`src/rtl/sat_pkg.sv`:
```
// Shared definitions for the WalkSAT clause tracking datapath: default sizing
// and the tracker FSM state encoding.
package sat_pkg;

   localparam int DEF_NUM_CLAUSES      = 20;
   localparam int DEF_NUM_CLAUSES_BITS = 5;
   localparam int DEF_LIT_COUNT_BITS   = 2;
   localparam int DEF_CHUNK            = 4;
   localparam int NUM_CHUNKS           = DEF_NUM_CLAUSES / DEF_CHUNK;

   typedef enum logic [1:0] {
      ST_IDLE   = 2'd0,
      ST_UPDATE = 2'd1,
      ST_DONE   = 2'd2
   } state_e;

endpackage

```
`src/rtl/clause_count_update.sv`:
```
// Next true-literal count for one clause given the flipped variable's make/break
// contribution; saturates at both ends and flags the over/underflow.
module clause_count_update #(
   parameter int LIT_COUNT_BITS = 2
) (
   input  logic [LIT_COUNT_BITS-1:0] count_i,
   input  logic                      make_i,
   input  logic                      break_i,
   output logic [LIT_COUNT_BITS-1:0] count_o,
   output logic                      err_o
);

   localparam logic [LIT_COUNT_BITS-1:0] CNT_MAX = '1;
   localparam logic [LIT_COUNT_BITS-1:0] CNT_ONE = LIT_COUNT_BITS'(1);

   always_comb begin
      count_o = count_i;
      err_o   = 1'b0;
      // make and break together cancel out, so only the exclusive cases move the count
      if (make_i && !break_i) begin
         if (count_i == CNT_MAX) begin
            err_o = 1'b1;
         end else begin
            count_o = count_i + CNT_ONE;
         end
      end else if (break_i && !make_i) begin
         if (count_i == '0) begin
            err_o = 1'b1;
         end else begin
            count_o = count_i - CNT_ONE;
         end
      end
   end

endmodule

```
`src/rtl/clause_status_tracker.sv`:
```
// Per-clause true-literal counts with broken (count==1) and unsat (count==0) status
// vectors. Define UNSAT_COUNT_EN to add the num_unsat_o popcount output.
module clause_status_tracker
   import sat_pkg::*;
#(
   parameter int NUM_CLAUSES      = DEF_NUM_CLAUSES,
   parameter int NUM_CLAUSES_BITS = DEF_NUM_CLAUSES_BITS,
   parameter int LIT_COUNT_BITS   = DEF_LIT_COUNT_BITS,
   parameter int CHUNK            = DEF_CHUNK
) (
   input  logic                        clk,
   input  logic                        reset,
   input  logic                        flip_valid_i,
   output logic                        flip_ready_o,
   input  logic [NUM_CLAUSES-1:0]      make_mask_i,
   input  logic [NUM_CLAUSES-1:0]      break_mask_i,
   input  logic                        load_en_i,
   input  logic [NUM_CLAUSES_BITS-1:0] load_idx_i,
   input  logic [LIT_COUNT_BITS-1:0]   load_count_i,
   output logic [NUM_CLAUSES-1:0]      clause_broken_o,
   output logic [NUM_CLAUSES-1:0]      clause_unsat_o,
   output logic                        status_valid_o,
`ifdef UNSAT_COUNT_EN
   output logic [NUM_CLAUSES_BITS-1:0] num_unsat_o,
`endif
   output logic                        error_o
);

   localparam int CHUNKS_N = NUM_CLAUSES / CHUNK;
   localparam int PTR_W    = (CHUNKS_N > 1) ? $clog2(CHUNKS_N) : 1;
   localparam logic [PTR_W-1:0] LAST_PTR = PTR_W'(CHUNKS_N - 1);

   typedef logic [LIT_COUNT_BITS-1:0] cnt_t;

   state_e                 state_q, state_d;
   logic [PTR_W-1:0]       ptr_q, ptr_d;
   logic [NUM_CLAUSES-1:0] make_q, make_d;
   logic [NUM_CLAUSES-1:0] break_q, break_d;
   cnt_t                   count_q [NUM_CLAUSES];
   cnt_t                   count_d [NUM_CLAUSES];
   logic [NUM_CLAUSES-1:0] broken_q, broken_d;
   logic [NUM_CLAUSES-1:0] unsat_q, unsat_d;
   logic                   status_valid_q, status_valid_d;
   logic                   error_q, error_d;

   cnt_t                   sel_cnt [CHUNK];
   cnt_t                   upd_cnt [CHUNK];
   logic [CHUNK-1:0]       sel_make;
   logic [CHUNK-1:0]       sel_break;
   logic [CHUNK-1:0]       upd_err;

   logic                   flip_acc;
   logic                   load_hit;
   logic                   out_upd;

   assign flip_ready_o = (state_q == ST_IDLE);
   assign flip_acc     = flip_valid_i && (state_q == ST_IDLE);
   // A flip accepted in the same cycle takes priority, so the load is dropped
   assign load_hit     = load_en_i && (state_q == ST_IDLE) && !flip_valid_i &&
                         (load_idx_i < NUM_CLAUSES_BITS'(NUM_CLAUSES));
   assign out_upd      = (state_q == ST_DONE) || load_hit;

   always_ff @(posedge clk or posedge reset) begin
      if (reset) begin
         state_q <= ST_IDLE;
      end else begin
         state_q <= state_d;
      end
   end

   always_comb begin
      state_d        = state_q;
      ptr_d          = ptr_q;
      status_valid_d = status_valid_q;
      case (state_q)
         ST_IDLE: begin
            if (flip_acc) begin
               state_d        = ST_UPDATE;
               ptr_d          = '0;
               status_valid_d = 1'b0;
            end else begin
               status_valid_d = !load_hit;
            end
         end
         ST_UPDATE: begin
            status_valid_d = 1'b0;
            ptr_d          = ptr_q + PTR_W'(1);
            if (ptr_q == LAST_PTR) begin
               state_d = ST_DONE;
            end
         end
         ST_DONE: begin
            status_valid_d = 1'b1;
            state_d        = ST_IDLE;
         end
         default: begin
            state_d = ST_IDLE;
         end
      endcase
   end

   always_comb begin
      for (int j = 0; j < CHUNK; j++) begin
         sel_cnt[j]   = '0;
         sel_make[j]  = 1'b0;
         sel_break[j] = 1'b0;
         for (int c = 0; c < CHUNKS_N; c++) begin
            if (ptr_q == PTR_W'(c)) begin
               sel_cnt[j]   = count_q[c*CHUNK + j];
               sel_make[j]  = make_q[c*CHUNK + j];
               sel_break[j] = break_q[c*CHUNK + j];
            end
         end
      end
   end

   for (genvar g = 0; g < CHUNK; g++) begin : g_upd
      clause_count_update #(
         .LIT_COUNT_BITS (LIT_COUNT_BITS)
      ) u_upd (
         .count_i (sel_cnt[g]),
         .make_i  (sel_make[g]),
         .break_i (sel_break[g]),
         .count_o (upd_cnt[g]),
         .err_o   (upd_err[g])
      );
   end

   always_comb begin
      for (int i = 0; i < NUM_CLAUSES; i++) begin
         count_d[i] = count_q[i];
         if ((state_q == ST_UPDATE) && (ptr_q == PTR_W'(i / CHUNK))) begin
            count_d[i] = upd_cnt[i % CHUNK];
         end else if (load_hit && (load_idx_i == NUM_CLAUSES_BITS'(i))) begin
            count_d[i] = load_count_i;
         end
      end
   end

   // Status vectors stay frozen through UPDATE and are only refreshed on DONE or a load
   always_comb begin
      broken_d = broken_q;
      unsat_d  = unsat_q;
      if (out_upd) begin
         for (int i = 0; i < NUM_CLAUSES; i++) begin
            broken_d[i] = (count_d[i] == cnt_t'(1));
            unsat_d[i]  = (count_d[i] == '0);
         end
      end
   end

   always_comb begin
      make_d  = flip_acc ? make_mask_i  : make_q;
      break_d = flip_acc ? break_mask_i : break_q;
      error_d = error_q || ((state_q == ST_UPDATE) && (|upd_err));
   end

   always_ff @(posedge clk or posedge reset) begin
      if (reset) begin
         ptr_q          <= '0;
         make_q         <= '0;
         break_q        <= '0;
         count_q        <= '{default: '0};
         broken_q       <= '0;
         unsat_q        <= '1;
         status_valid_q <= 1'b1;
         error_q        <= 1'b0;
      end else begin
         ptr_q          <= ptr_d;
         make_q         <= make_d;
         break_q        <= break_d;
         count_q        <= count_d;
         broken_q       <= broken_d;
         unsat_q        <= unsat_d;
         status_valid_q <= status_valid_d;
         error_q        <= error_d;
      end
   end

`ifdef UNSAT_COUNT_EN
   logic [NUM_CLAUSES_BITS-1:0] num_unsat_q, num_unsat_d;

   always_comb begin
      num_unsat_d = num_unsat_q;
      if (out_upd) begin
         num_unsat_d = '0;
         for (int i = 0; i < NUM_CLAUSES; i++) begin
            num_unsat_d = num_unsat_d + NUM_CLAUSES_BITS'(unsat_d[i]);
         end
      end
   end

   always_ff @(posedge clk or posedge reset) begin
      if (reset) begin
         num_unsat_q <= NUM_CLAUSES_BITS'(NUM_CLAUSES);
      end else begin
         num_unsat_q <= num_unsat_d;
      end
   end

   assign num_unsat_o = num_unsat_q;
`endif

   assign clause_broken_o = broken_q;
   assign clause_unsat_o  = unsat_q;
   assign status_valid_o  = status_valid_q;
   assign error_o         = error_q;

endmodule

```
`config.mk`:
```
export PLATFORM = sky130hd
export DESIGN_NAME = clause_status_tracker
export DESIGN_NICKNAME = d
export VERILOG_FILES = /design/src/rtl/sat_pkg.sv /design/src/rtl/clause_count_update.sv /design/src/rtl/clause_status_tracker.sv
export SDC_FILE = /design/constraint.sdc
export NUM_CORES = 1
export LEC_CHECK = 0
export ABC_AREA = 1
export BUFFER_PORTS_ARGS = -buffer_cell sky130_fd_sc_hd__buf_4
export CORE_ASPECT_RATIO = 0.9
export CORE_MARGIN = 4
export CORE_UTILIZATION = 59
export DETAILED_ROUTE_END_ITERATION = 12
export HOLD_SLACK_MARGIN = 0.12
export PLACE_DENSITY = 0.81
export REMOVE_ABC_BUFFERS = 1
export SYNTH_ARGS = -nofsm -noshare
export SYNTH_HDL_FRONTEND = slang
export SYNTH_HIERARCHICAL = 1
export SYNTH_SLANG_ARGS = --single-unit
```
`constraint.sdc`:
```
create_clock -name clk -period 4.8 [get_ports clk]
set_clock_uncertainty 0.15 [all_clocks]
set_input_delay 0.48 -clock clk [delete_from_list [all_inputs] [get_ports clk]]
set_output_delay 0.48 -clock clk [all_outputs]
set_load 0.1 [all_outputs]
```
======== Word-level counts from Yosys, hierarchy flattened ========
Index checks and enable logic that the tools add are counted.
cells by class
  order comparisons ....................... 1
  reduce and logical (&&, ||, !) cells .... 82
  equal/unequal tests ..................... 51
  add/subtract/negate cells ............... 9
  muxes and demuxes ....................... 139
operator list
  kind                   count
  $mux W2                78
  $mux W1                57
  $logic_not A2 Y1       25
  $eq A2 B1 Y1 const B   21
  $eq A5 B4 Y1 const B   8
  $logic_and A1 B1 Y1    38
  $eq A5 B3 Y1 const B   4
  $eq A5 B5 Y1 const B   4
  $eq A2 B2 Y1 const B   5
  $eq A5 B2 Y1 const B   2
  $logic_not A1 Y1       10
  $add A2 B1 Y2 const B  4
  $sub A2 B1 Y2 const B  4
  $eq A3 B2 Y1 const B   2
  $pmux W3 S2            1
  $eq A5 B1 Y1 const B   1
  $logic_not A5 Y1       1
  $lt A5 B5 Y1 const B   1
  $pmux W2 S2            1
  $reduce_and A2 Y1      2
  $reduce_or A4 Y1       1
  $add A3 B1 Y3 const B  1
  $eq A3 B1 Y1 const B   1
  $eq A3 B3 Y1 const B   1
  8 further kinds        9
word-level totals
  register bits after elaboration ......... 127
  output and inout port bits .............. 43

======== Longest topological paths before layout ========
  depth after elaboration ................. 13
  gate-level depth with buffers ........... 20
  depth with buffers taken out ............ 19

======== By module ========
Netlist, hierarchy kept.
by module, submodules not included
  module                 cells each  instances  area an instance (sq um)
  clause_status_tracker  944         1          7046.8
  clause_count_update    19          4          97.6

======== Worst setup path after synthesis ========
Ideal clock, no wire load.
  path kind ............................... reg2reg
  start ................................... register ptr_q[0]
  end ..................................... register broken_q[2], in the netlist clause_broken_o[2]
  cell stages (with the launch flop) ...... 16
  slack ................................... 2.136 ns
  data arrival time ....................... 2.447 ns
  clock period less this slack ............ 2.664 ns
  cells stage by stage .................... dfrtp_1 -> ha_1 -> ha_1 -> buf_2 -> inv_1 -> clkbuf_1 -> o211ai_1 -> a31oi_1 -> nand2_1 -> nand2_1 -> nand2_1 -> nand2_1 -> inv_1 -> o21ai_0 -> nand3_1 -> nand2_1
RTL lines
  element                 RTL line                      RTL
  from (decl)             clause_status_tracker.sv:36   logic [PTR_W-1:0] ptr_q, ptr_d;
  from (signal assigned)  clause_status_tracker.sv:169  ptr_q <= ptr_d;
  to (signal assigned)    clause_status_tracker.sv:173  broken_q <= broken_d;
  to (decl)               clause_status_tracker.sv:41   logic [NUM_CLAUSES-1:0] broken_q, broken_d;

==> flow_summary_export.csv <==
group,metric,value,unit
run_status,outcome,"finished clean",
cells_and_area,final_core_util,0.717,
route,wl_per_cell,16.7,um
global_routing,grt_max_degree,66,
hold_path,hp-class,"input pin to flip-flop",
floorplanning,die_w,126,um
global_routing,grt-ovfl-total,0,
sta,rsz0062_at_grt,"no",
placement,pre_cts_slack,1270,ps
sta,tns,0,ps
yosys,synth_enable_flop_cells,0,
global_routing,grtUsageTotal,0.299,
setup_path,cp_top_family,"compound AO/OA/AOI/OAI gates",
placement,place_congestion,0.972,
clock_network,ctsResizeCount,0,
setup_path,worstPathMaxFanout,23,
yosys,synth-compound-area-share,0.0855,
floorplanning,std_cell_rows,38,
setup_path,required,5010,ps
global_routing,grt_pass1_vias,6818,
yosys,synth_flop_cell,"dfrtp_1",
clock_network,path_clk_slew,60,ps
sta,setup_slack,1110,ps
yosys,synth_fa_ha_area_frac,0.0168,
route,drcViolationCount,0,
setup_path,crit_path_end_kind,"flip-flop",
placement,dp_cells,1232,
setup_path,critPathKind,"flip-flop to flip-flop",
floorplanning,ios,94,
clock_network,cts_setup_buffers,0,
route,ant_nets,0,
yosys,avgSynthCellArea,7.29,um2
sta,tightest_slew,1230,ps
yosys,muxShareOfSynthArea,0.0257,
cells_and_area,antenna-diode-count,0,
global_routing,antenna_found_initial,0,
route,avgViaCountPerCell,5.76,
floorplanning,fp.dieH,115,um
setup_path,max_stage_delay,630,ps
setup_path,path_depth,13,
yosys,yosysSeqAreaShare,0.431,
sta,hold_viol_final,0,
job,maxCapViolCount,0,
clock_network,cts_hold_buffers,1,
hold_path,min_delay_path_depth,2,
floorplanning,initial_utilization,0.611,
clock_network,cts_sinks,127,
setup_path,crit_chain,"ha_1, ha_1, inv_1, o211ai_1, a31oi_1, nand2_1, nand2_1, nand2_1, nand2_1, inv_1, o21ai_0, nand3_1, nand2_1",
yosys,synth_top_family_by_area,"simple AND/OR/NAND/NOR gates",
route,dr_total_vias,7285,
sta,drv_slew,0,
floorplanning,dieArea,0.0145,mm2
yosys,syn_inst,1020,
yosys,ys_async_sr_fraction,1.00,
setup_path,critPathArrivalTime,3900,ps
yosys,ys_ff_latch,127,
yosys,synth_simple_gate_area_frac,0.343,
sta,max_freq,0.271,GHz
route,first_pass_iters,7,
clock_network,cts_root_buf,"clkbuf_16",
clock_network,cts_max_level,4,
sta,slew-limit-headroom,0.175,
clock_network,cts_tree,"yes",
floorplanning,core_area,0.0122,mm2
cells_and_area,nets,1153,
cells_and_area,synthToLayoutAreaGrowth,17.3,%
cells_and_area,multi_input_area,0.00351,mm2
yosys,synthDistinctLibCells,32,
setup_path,worst_path_most_repeated_cell,"nand2_1",
setup_path,crit_slowest_cell,"inv_1",
yosys,yosysWarnings,6,
route,drt-initial-drc-count,1040,
clock_network,cts_buffer_depth,2,
clock_network,cts_buffers,17,
sta,period_needed,3690,ps
placement,place_hpwl,14.7,mm
setup_path,start_kind,"flip-flop",
yosys,synthXorXnorAreaFrac,0,
sta,setup_viol,0,
sta,fin_crit_sh,0.768,
setup_path,cp_num_buf_inv,2,
cells_and_area,num-fill-cells,1026,
global_routing,grt_first_pass_wirelength,34.3,mm
yosys,syn-cell-area,0.00744,mm2
setup_path,r2r_cells,13,
placement,io_buffers,93,
clock_network,clk_latency,420,ps
cells_and_area,drive_above_1_share,0.187,
route,routed_wl,21.1,mm
cells_and_area,ff_latch_area,0.00320,mm2
cells_and_area,final_cells,1265,
==> cell type report <==
cell class,count,share of cell area
Sequential cell,127,0.367
Clock buffer,21,0.0516
Timing Repair Buffer,100,0.0864
Tap cell,160,0.0230
Multi-Input combinational cell,724,0.402
Clock inverter,11,0.0162
Inverter,122,0.0534
==> stage by stage <==
stage	area, um2	hold slack [ps]
2_1_floorplan	7170	328
3_3_place_gp	8120	306
3_5_place_dp	8120	309
4_1_cts	8720	132
5_1_grt	8720	128
6_report	8720	136
==> path summary, 6_finish.rpt <==
kind	start	endpoint	slack [ps]
max in group asynchronous	reset	clause_unsat_o[6]	2930
setup / recovery	ptr_q[0]	clause_broken_o[2]	1110
setup reg to reg	ptr_q[0]	clause_broken_o[2]	1110
min in group asynchronous	reset	make_q[14]	580
hold reg to reg	clause_unsat_o[2]	clause_unsat_o[2]	320
hold / removal	make_mask_i[1]	make_q[1]	140
==> flip-flops by register name, indices dropped and copies added (netlist names) <==
signal / flops
state_q: 2
clause_broken_o: 20
clause_unsat_o: 20
break_q: 20
ptr_q: 3
status_valid_o: 1
make_q: 20
count_q: 40
error_o: 1
==> routing by layer <==
| metal | vias up | wire length, um | GRT usage |
|---|---|---|---|
| li1 | 3413 | - | - |
| met5 | - | 0 | 0 |
| met3 | 59 | 2050 | 0.0602 |
| met2 | 388 | 9710 | 0.465 |
| met1 | 3425 | 8820 | 0.416 |
| met4 | 0 | 570 | 0.112 |
==> placed cells by master (no fill, tap or decap), drive strengths merged <==
cell / instances
mux2: 17
clkinvlp: 3
bufinv: 3
o21bai: 5
a21oi: 52
o21ai: 37
nor2: 73
ha: 10
dfstp: 21
clkbuf: 21
inv: 120
or2: 5
dfrtp: 106
dlygate4sd3: 1
nand2: 334
a31oi: 7
clkinv: 7
o211ai: 7
nand4: 17
buf: 99
nor4: 1
nand3: 154
o22ai: 5
==> worst reg2reg max path, delay by kind of cell, from the launching register on <==
kind	cells	cell delay [ps]
AO/OA/AOI/OAI	3	880
AND/OR/NAND/NOR	6	810
adder cells (fa/ha/maj)	2	560
buffers and inverters	2	800
flip-flops	1	410
==> kinds of logic (layout without fill, tap and decap cells) <==
| kind of cell | count (synthesis) | after routing |
|---|---|---|
| compound gates | 113 | 113 |
| fa+ha+maj | 10 | 10 |
| buf+inv | 169 | 254 |
| flops | 127 | 127 |
| mux | 17 | 17 |
| simple gates | 584 | 584 |
==> synthesized netlist by cell type, types with 5 or more instances <==
cell / n / share of area
a21oi_1: 52 / 0.035
a31oi_1: 7 / 0.0059
buf_2: 20 / 0.013
buf_4: 7 / 0.0071
buf_6: 5 / 0.0076
clkbuf_1: 11 / 0.0056
dfrtp_1: 106 / 0.36
dfstp_2: 21 / 0.074
ha_1: 10 / 0.017
inv_1: 114 / 0.058
mux2_2: 17 / 0.026
nand2_1: 325 / 0.16
nand2_2: 9 / 0.0076
nand3_1: 149 / 0.10
nand3_2: 5 / 0.0067
nand4_1: 17 / 0.014
nor2_1: 62 / 0.031
nor2_2: 6 / 0.0050
nor2_4: 5 / 0.0076
o211ai_1: 7 / 0.0071
o21ai_0: 31 / 0.021
o21ai_1: 6 / 0.0040
o21bai_1: 5 / 0.0050
Power is not shown: default switching activity piles up to over one toggle a cycle in this logic, so the estimate is an artifact.
